## src/rtl/event_codes_pkg.sv

```systemverilog
// Shared constants for the 3-bit FSM event bus: event codes, FSM status words,
// encoder state encoding and the request-bit-to-code rule.
package event_codes_pkg;

    localparam logic [2:0] EvtNone       = 3'b000;
    localparam logic [2:0] EvtGetTired   = 3'b001;
    localparam logic [2:0] EvtCode2      = 3'b010;
    localparam logic [2:0] EvtCode3      = 3'b011;
    localparam logic [2:0] EvtCode4      = 3'b100;
    localparam logic [2:0] EvtCode5      = 3'b101;
    localparam logic [2:0] EvtAlarmClock = 3'b110;
    localparam logic [2:0] EvtColdWater  = 3'b111;

    localparam logic [5:0] StatusNothing = 6'b100000;
    localparam logic [5:0] StatusSnore   = 6'b100001;
    localparam logic [5:0] StatusUpset   = 6'b100010;
    localparam logic [5:0] StatusLearn   = 6'b100011;

    // Request bit that carries ALARMCLOCK
    localparam int unsigned AlarmBit = 5;

    typedef enum logic [1:0] {
        StIdle,
        StEmit,
        StGap
    } enc_state_e;

    // Request bit i carries event code i+1
    function automatic logic [2:0] code_of_index(input logic [2:0] idx);
        return idx + 3'd1;
    endfunction

    // Codes 100..111 are usable while snoring, 001..100 otherwise
    function automatic logic [6:0] eligible_mask(input logic [5:0] status);
        return (status == StatusSnore) ? 7'b1111000 : 7'b0001111;
    endfunction

endpackage

```

## src/rtl/event_request_encoder_if.sv

```systemverilog
// Request/feedback/event bus between stimulus logic, the encoder and the FSM.
// master = encoder side, slave = stimulus/FSM side.
interface event_request_encoder_if #(
    parameter int unsigned ALARM_W = 8
);
    logic [6:0]         evt_req;
    logic               alarm_load;
    logic [ALARM_W-1:0] alarm_value;
    logic [5:0]         status_in;
    logic [2:0]         event_code;
    logic               event_valid;
    logic [6:0]         pending;
    logic               alarm_armed;

    modport master (
        input  evt_req, alarm_load, alarm_value, status_in,
        output event_code, event_valid, pending, alarm_armed
    );

    modport slave (
        output evt_req, alarm_load, alarm_value, status_in,
        input  event_code, event_valid, pending, alarm_armed
    );
endinterface

```

## src/rtl/alarm_countdown.sv

```systemverilog
// Alarm-clock countdown: load/disarm, per-cycle decrement while armed and a
// single-cycle expire pulse on the 1->0 step.
module alarm_countdown #(
    parameter int unsigned ALARM_W = 8
) (
    input  logic               clk,
    input  logic               reset,
    input  logic               load,
    input  logic [ALARM_W-1:0] value,
    output logic               armed,
    output logic               expire
);
    logic [ALARM_W-1:0] count_q, count_d;
    logic               armed_q, armed_d;

    always_comb begin
        count_d = count_q;
        armed_d = armed_q;
        expire  = 1'b0;
        if (load) begin
            // A zero value disarms without generating an event
            count_d = value;
            armed_d = (value != '0);
        end else if (armed_q) begin
            count_d = count_q - ALARM_W'(1);
            if (count_q == ALARM_W'(1)) begin
                armed_d = 1'b0;
                expire  = 1'b1;
            end
        end
    end

    always_ff @(posedge clk) begin
        if (!reset) begin
            count_q <= '0;
            armed_q <= 1'b0;
        end else begin
            count_q <= count_d;
            armed_q <= armed_d;
        end
    end

    assign armed = armed_q;
endmodule

```

## src/rtl/event_request_encoder.sv

```systemverilog
// Event request encoder: latches requests, arbitrates by priority and emits one
// code at a time with idle spacing. Status filter enabled by EVENT_ENC_STATUS_FILTER_EN.
module event_request_encoder
    import event_codes_pkg::*;
#(
    parameter int unsigned GAP_CYCLES = 2,
    parameter int unsigned ALARM_W    = 8
) (
    input  logic                   clk,
    input  logic                   reset,
    event_request_encoder_if.master bus
);
    enc_state_e state_q, state_d;
    logic [3:0] gap_q, gap_d;
    logic [2:0] code_q, code_d;
    logic       valid_q, valid_d;
    logic [6:0] pending_q, pending_d;
    logic [6:0] mask, eligible, clear, alarm_set;
    logic [2:0] sel;
    logic       expire;

    alarm_countdown #(
        .ALARM_W (ALARM_W)
    ) u_alarm (
        .clk    (clk),
        .reset  (reset),
        .load   (bus.alarm_load),
        .value  (bus.alarm_value),
        .armed  (bus.alarm_armed),
        .expire (expire)
    );

`ifdef EVENT_ENC_STATUS_FILTER_EN
    assign mask = eligible_mask(bus.status_in);
`else
    assign mask = '1;
`endif

    assign eligible  = pending_q & mask;
    assign alarm_set = {1'b0, expire, 5'b0};

    always_comb begin
        state_d = state_q;
        gap_d   = gap_q;
        code_d  = EvtNone;
        valid_d = 1'b0;
        clear   = '0;
        sel     = '0;
        case (state_q)
            StIdle: begin
                // Ineligible requests are dropped at every decision
                clear = ~mask;
                if (eligible != '0) begin
                    for (int i = 0; i < 7; i++) begin
                        if (eligible[i]) sel = 3'(i);
                    end
                    clear[sel] = 1'b1;
                    code_d     = code_of_index(sel);
                    valid_d    = 1'b1;
                    state_d    = StEmit;
                end
            end
            StEmit: begin
                gap_d   = '0;
                state_d = StGap;
            end
            StGap: begin
                if (gap_q == 4'(GAP_CYCLES - 1)) state_d = StIdle;
                else                             gap_d   = gap_q + 4'd1;
            end
            default: state_d = StIdle;
        endcase
        // New requests win over a same-edge clear
        pending_d = (pending_q & ~clear) | bus.evt_req | alarm_set;
    end

    always_ff @(posedge clk) begin
        if (!reset) begin
            state_q   <= StIdle;
            gap_q     <= '0;
            code_q    <= EvtNone;
            valid_q   <= 1'b0;
            pending_q <= '0;
        end else begin
            state_q   <= state_d;
            gap_q     <= gap_d;
            code_q    <= code_d;
            valid_q   <= valid_d;
            pending_q <= pending_d;
        end
    end

    assign bus.event_code  = code_q;
    assign bus.event_valid = valid_q;
    assign bus.pending     = pending_q;
endmodule

```

## src/flat_wrapper.sv

```systemverilog
// flat-port wrapper written by rule: the top's interface ports become plain ports
module event_request_encoder_flat import event_codes_pkg::*;
#(
    parameter int unsigned GAP_CYCLES = 2,
    parameter int unsigned ALARM_W    = 8
)
  (clk, reset, bus_evt_req, bus_alarm_load, bus_alarm_value, bus_status_in, bus_event_code, bus_event_valid, bus_pending, bus_alarm_armed);
  event_request_encoder_if #(.ALARM_W(ALARM_W)) bus_i ();
  input  logic clk;
  input  logic reset;
  input wire logic [$bits(bus_i.evt_req)-1:0] bus_evt_req;
  input wire logic [$bits(bus_i.alarm_load)-1:0] bus_alarm_load;
  input wire logic [$bits(bus_i.alarm_value)-1:0] bus_alarm_value;
  input wire logic [$bits(bus_i.status_in)-1:0] bus_status_in;
  output wire logic [$bits(bus_i.event_code)-1:0] bus_event_code;
  output wire logic [$bits(bus_i.event_valid)-1:0] bus_event_valid;
  output wire logic [$bits(bus_i.pending)-1:0] bus_pending;
  output wire logic [$bits(bus_i.alarm_armed)-1:0] bus_alarm_armed;
  assign bus_i.evt_req = bus_evt_req;
  assign bus_i.alarm_load = bus_alarm_load;
  assign bus_i.alarm_value = bus_alarm_value;
  assign bus_i.status_in = bus_status_in;
  assign bus_event_code = bus_i.event_code;
  assign bus_event_valid = bus_i.event_valid;
  assign bus_pending = bus_i.pending;
  assign bus_alarm_armed = bus_i.alarm_armed;
  event_request_encoder #(.GAP_CYCLES(GAP_CYCLES), .ALARM_W(ALARM_W)) u_core (.clk(clk), .reset(reset), .bus(bus_i));
endmodule
```

## config.mk

```make
export PLATFORM = sky130hd
export DESIGN_NAME = event_request_encoder_flat
export DESIGN_NICKNAME = d
export VERILOG_FILES = /design/src/rtl/event_codes_pkg.sv /design/src/rtl/event_request_encoder_if.sv /design/src/rtl/alarm_countdown.sv /design/src/rtl/event_request_encoder.sv /design/src/flat_wrapper.sv
export SDC_FILE = /design/constraint.sdc
export NUM_CORES = 1
export LEC_CHECK = 0
export BUFFER_PORTS_ARGS = -buffer_cell sky130_fd_sc_hd__buf_4
export CAP_MARGIN = 20
export CORE_MARGIN = 3
export CORE_UTILIZATION = 45
export DETAILED_ROUTE_END_ITERATION = 7
export GPL_TIMING_DRIVEN = 0
export PLACE_DENSITY = 0.74
export SLEW_MARGIN = 20
export SYNTH_ARGS = -nofsm -noshare
export SYNTH_HDL_FRONTEND = slang
export SYNTH_SLANG_ARGS = --single-unit
```

## constraint.sdc

```tcl
create_clock -name clk -period 1.5 [get_ports clk]
set_input_delay 0.3 -clock clk [delete_from_list [all_inputs] [get_ports clk]]
set_output_delay 0.3 -clock clk [all_outputs]
set_load 0.01 [all_outputs]
```

==> impl_metrics.csv <==
group,metric,value,unit
run_status,outcome,"finished with violations",
run_status,violations,"setup timing",
clock_tree,htree_num_levels,1,
floorplan,dieArea,3410,um^2
timing,holdWs,0.177,ns
placement,dpl_cell_area,1490,um^2
critical_path,worst-path-buf-inv,0,
route,drt_iter0_drc,23,
route,wl_per_cell,13.5,um
grt,antenna_found_initial,0,
critical_path,cpPeakStageDelay,0.55,ns
logic_synthesis,syn_inst,139,
logic_synthesis,yosys-top-cells-area,"dfxtp_1 (42%), o21ai_0 (5.3%), ha_1 (5.1%), nor2b_1 (3.5%), xnor2_1 (3.5%)",
final_layout,fin_area,1590,um^2
timing,final.setup_skew,0.00433,ns
route,drt_drc_violations_left,0,
final_layout,area_growth,28.5,%
critical_path,start_kind,"flip-flop",
timing,fin_crit_sh,101,%
critical_path,cp_top_family,"simple AND/OR/NAND/NOR gates",
clock_tree,postCtsHoldBufs,0,
final_layout,final.fill_count,220,
pwr,power_density,964,nW/um^2
clock_tree,cts.sinks,26,
timing,setup_ws,-0.0124,ns
timing,slew_violations,0,
floorplan,io_pins,36,
critical_path,critPathSlowestCell,"or4_4",
placement,io_buffers,29,
logic_synthesis,syn_nets,168,
logic_synthesis,yosysTopAreaCell,"dfxtp_1",
grt,grt.overflow.total,0,
critical_path,required,1.74,ns
route,ant_nets,0,
logic_synthesis,ys_seq_area_share,42.2,%
clock_tree,clk_latency,0.32,ns
logic_synthesis,synthFlopType,"dfxtp_1",
logic_synthesis,synth-seq-cells,26,
floorplan,die_w,58.4,um
logic_synthesis,synth_edf_count,0,
floorplan,initial_core_util,48.5,%
critical_path,crit_fanout,4,
pwr,finalPower,0.00153,W
clock_tree,clkTransAtPathRegs,0.14,ns
clock_tree,clk_path_buf_depth,2,
grt,grt_pass1_wl,4.57,mm
timing,rsz0062_at_grt,"yes",
logic_synthesis,yosys_warnings,0,
timing,fin_crit,1.51,ns
clock_tree,root_buffer,"clkbuf_4",
timing,fin_setup_tns,-0.0180,ns
grt,first_global_vias,1150,
logic_synthesis,ys_types,36,
worst_hold_path,min_path_type,"in2reg",
timing,worst_pin_slew,0.485,ns
critical_path,cp-end-kind,"flip-flop",
logic_synthesis,avgSynthCellArea,8.88,um^2
route,first_pass_iters,4,
final_layout,final_cell_mix,"buf_4 (31), dfxtp_1 (18), o21ai_0 (13), nor2_1 (10), inv_1 (9)",
placement,pre_cts_slack,-0.0800,ns
clock_tree,cts_tree,"built",
run,cap_violations,0,
timing,finalSetupViolations,2,
timing,hold_viol,0,
logic_synthesis,synth_top_area_share,42.2,%
clock_tree,cts_buffers,3,
pwr,total_leakage_power,0.676,nW
logic_synthesis,ys_async_sr_fraction,0,%
critical_path,crit_chain,"or4_4 -> nor4b_4 -> nor2b_1 -> o21a_1",
final_layout,antenna_cells,0,
final_layout,drive_gt1_share,30.5,%
logic_synthesis,syn_area,1230,um^2
final_layout,final_nets,204,
route,num_vias,1102,
pwr,max-vdd-ir-drop,0.801,mV
placement,gp_congestion,0.827,
floorplan,num_rows,18,
grt,grt_max_degree,15,
floorplan,die_y,58.4,um
floorplan,core_area,2540,um^2
critical_path,crit_type,"reg2reg",
timing,relSlewSlack,67.7,%
timing,maxClockFrequency,661,MHz
grt,track_usage,17.0,%
route,via_per_inst,5.40,
critical_path,cp_data_arrival_time,1.75,ns
route,wirelength,2.75,mm
placement,hpwl,2.08,mm
final_layout,final_common_cell,"buf_4",
==> power by group <==
| part | internal [W] | leakage (nW) | switching [W] | total, W |
|---|---|---|---|---|
| logic | 0.000183 | 0.437 | 0.000168 | 0.000351 |
| clock network | 0.000149 | 0.0210 | 0.000209 | 0.000358 |
| registers | 0.000756 | 0.218 | 0.0000633 | 0.000819 |
| total | 0.00109 | 0.676 | 0.000440 | 0.00153 |
==> worst paths after layout <==
path                             startpoint               endpoint  slack (ns)  cells past startpoint
setup / recovery  u_core.u_alarm.count_q[4]   u_core.u_alarm.armed       -0.01                      4
hold / removal               bus_evt_req[6]  u_core.bus.pending[6]        0.18                      2
hold reg to reg             u_core.gap_q[0]        u_core.gap_q[0]        0.52                      2
setup reg to reg  u_core.u_alarm.count_q[4]   u_core.u_alarm.armed       -0.01                      4
==> sequential cells by signal, indices dropped and copies added (netlist names) <==
signal,flops
u_core.gap_q,4
u_core.u_alarm.count_q,8
u_core.state_q,2
u_core.bus.pending,7
u_core.bus.event_valid,1
u_core.u_alarm.armed,1
u_core.bus.event_code,3
==> final cells by class <==
class                           count  area (um^2)  share of cell area, %
Timing Repair Buffer               31          233                   14.7
Multi-Input combinational cell    101          701                   44.2
Inverter                            9         33.8                   2.13
Buffer                              3         11.3                  0.710
Sequential cell                    26          533                   33.6
Tap cell                           30         37.5                   2.37
Clock buffer                        4         36.3                   2.29
==> logic make-up (layout without fill, tap and decap cells) <==
logic type                 after synthesis  after routing  synth area share (%)
xor gates and xnor gates                 7              7                  4.97
DFF                                     26             26                  42.2
muxes                                    1              1                 0.811
buffers and inverters                   12             47                  3.65
and+or+nand+nor                         52             52                  25.2
AOI/OAI and AO/OA                       36             36                  18.2
adders and majority gates                5              5                  5.07
==> worst register-to-register path, stage by stage (launching register included) <==
cell	delay, ns
dfxtp_2	0.37
or4_4	0.55
nor4b_4	0.26
nor2b_1	0.08
o21a_1	0.16
==> repair_timing <==
action / CTS / global route
pin swaps: 1 / 3
endpoints found under the setup margin: 6 / 9
gates resized for setup: 6 / 10
buffers inserted: 1 / 1
==> metrics by stage <==
| step | util, % | std cells |
|---|---|---|
| floorplan | - | 139 |
| global placement | 58.5 | 198 |
| detailed placement | 58.5 | 198 |
| CTS | 60.7 | 203 |
| global route | 62.3 | 204 |
| finish | 62.3 | 204 |
==> synthesized netlist by cell type (2+ instances only) <==
cell / instances
nor2_1: 10
xor2_1: 2
and3_1: 2
or3_1: 2
clkbuf_1: 3
o31ai_1: 2
xnor2_1: 5
a21oi_1: 8
nor3_1: 3
dfxtp_1: 26
and2_1: 5
nand2_1: 7
o21a_1: 5
o21ai_0: 13
nand3_1: 3
inv_1: 9
ha_1: 5
nor4_1: 3
a31oi_1: 3
nor2b_1: 7
==> metal layers <==
layer	track usage (%)	part of all wire, %	up-vias
met1	19.2	43	510
met5	0	0	-
met4	6.29	0.87	0
li1	-	-	556
met2	29.5	50	32
met3	5.70	6.3	4
Power figures use the tool's default switching activity.
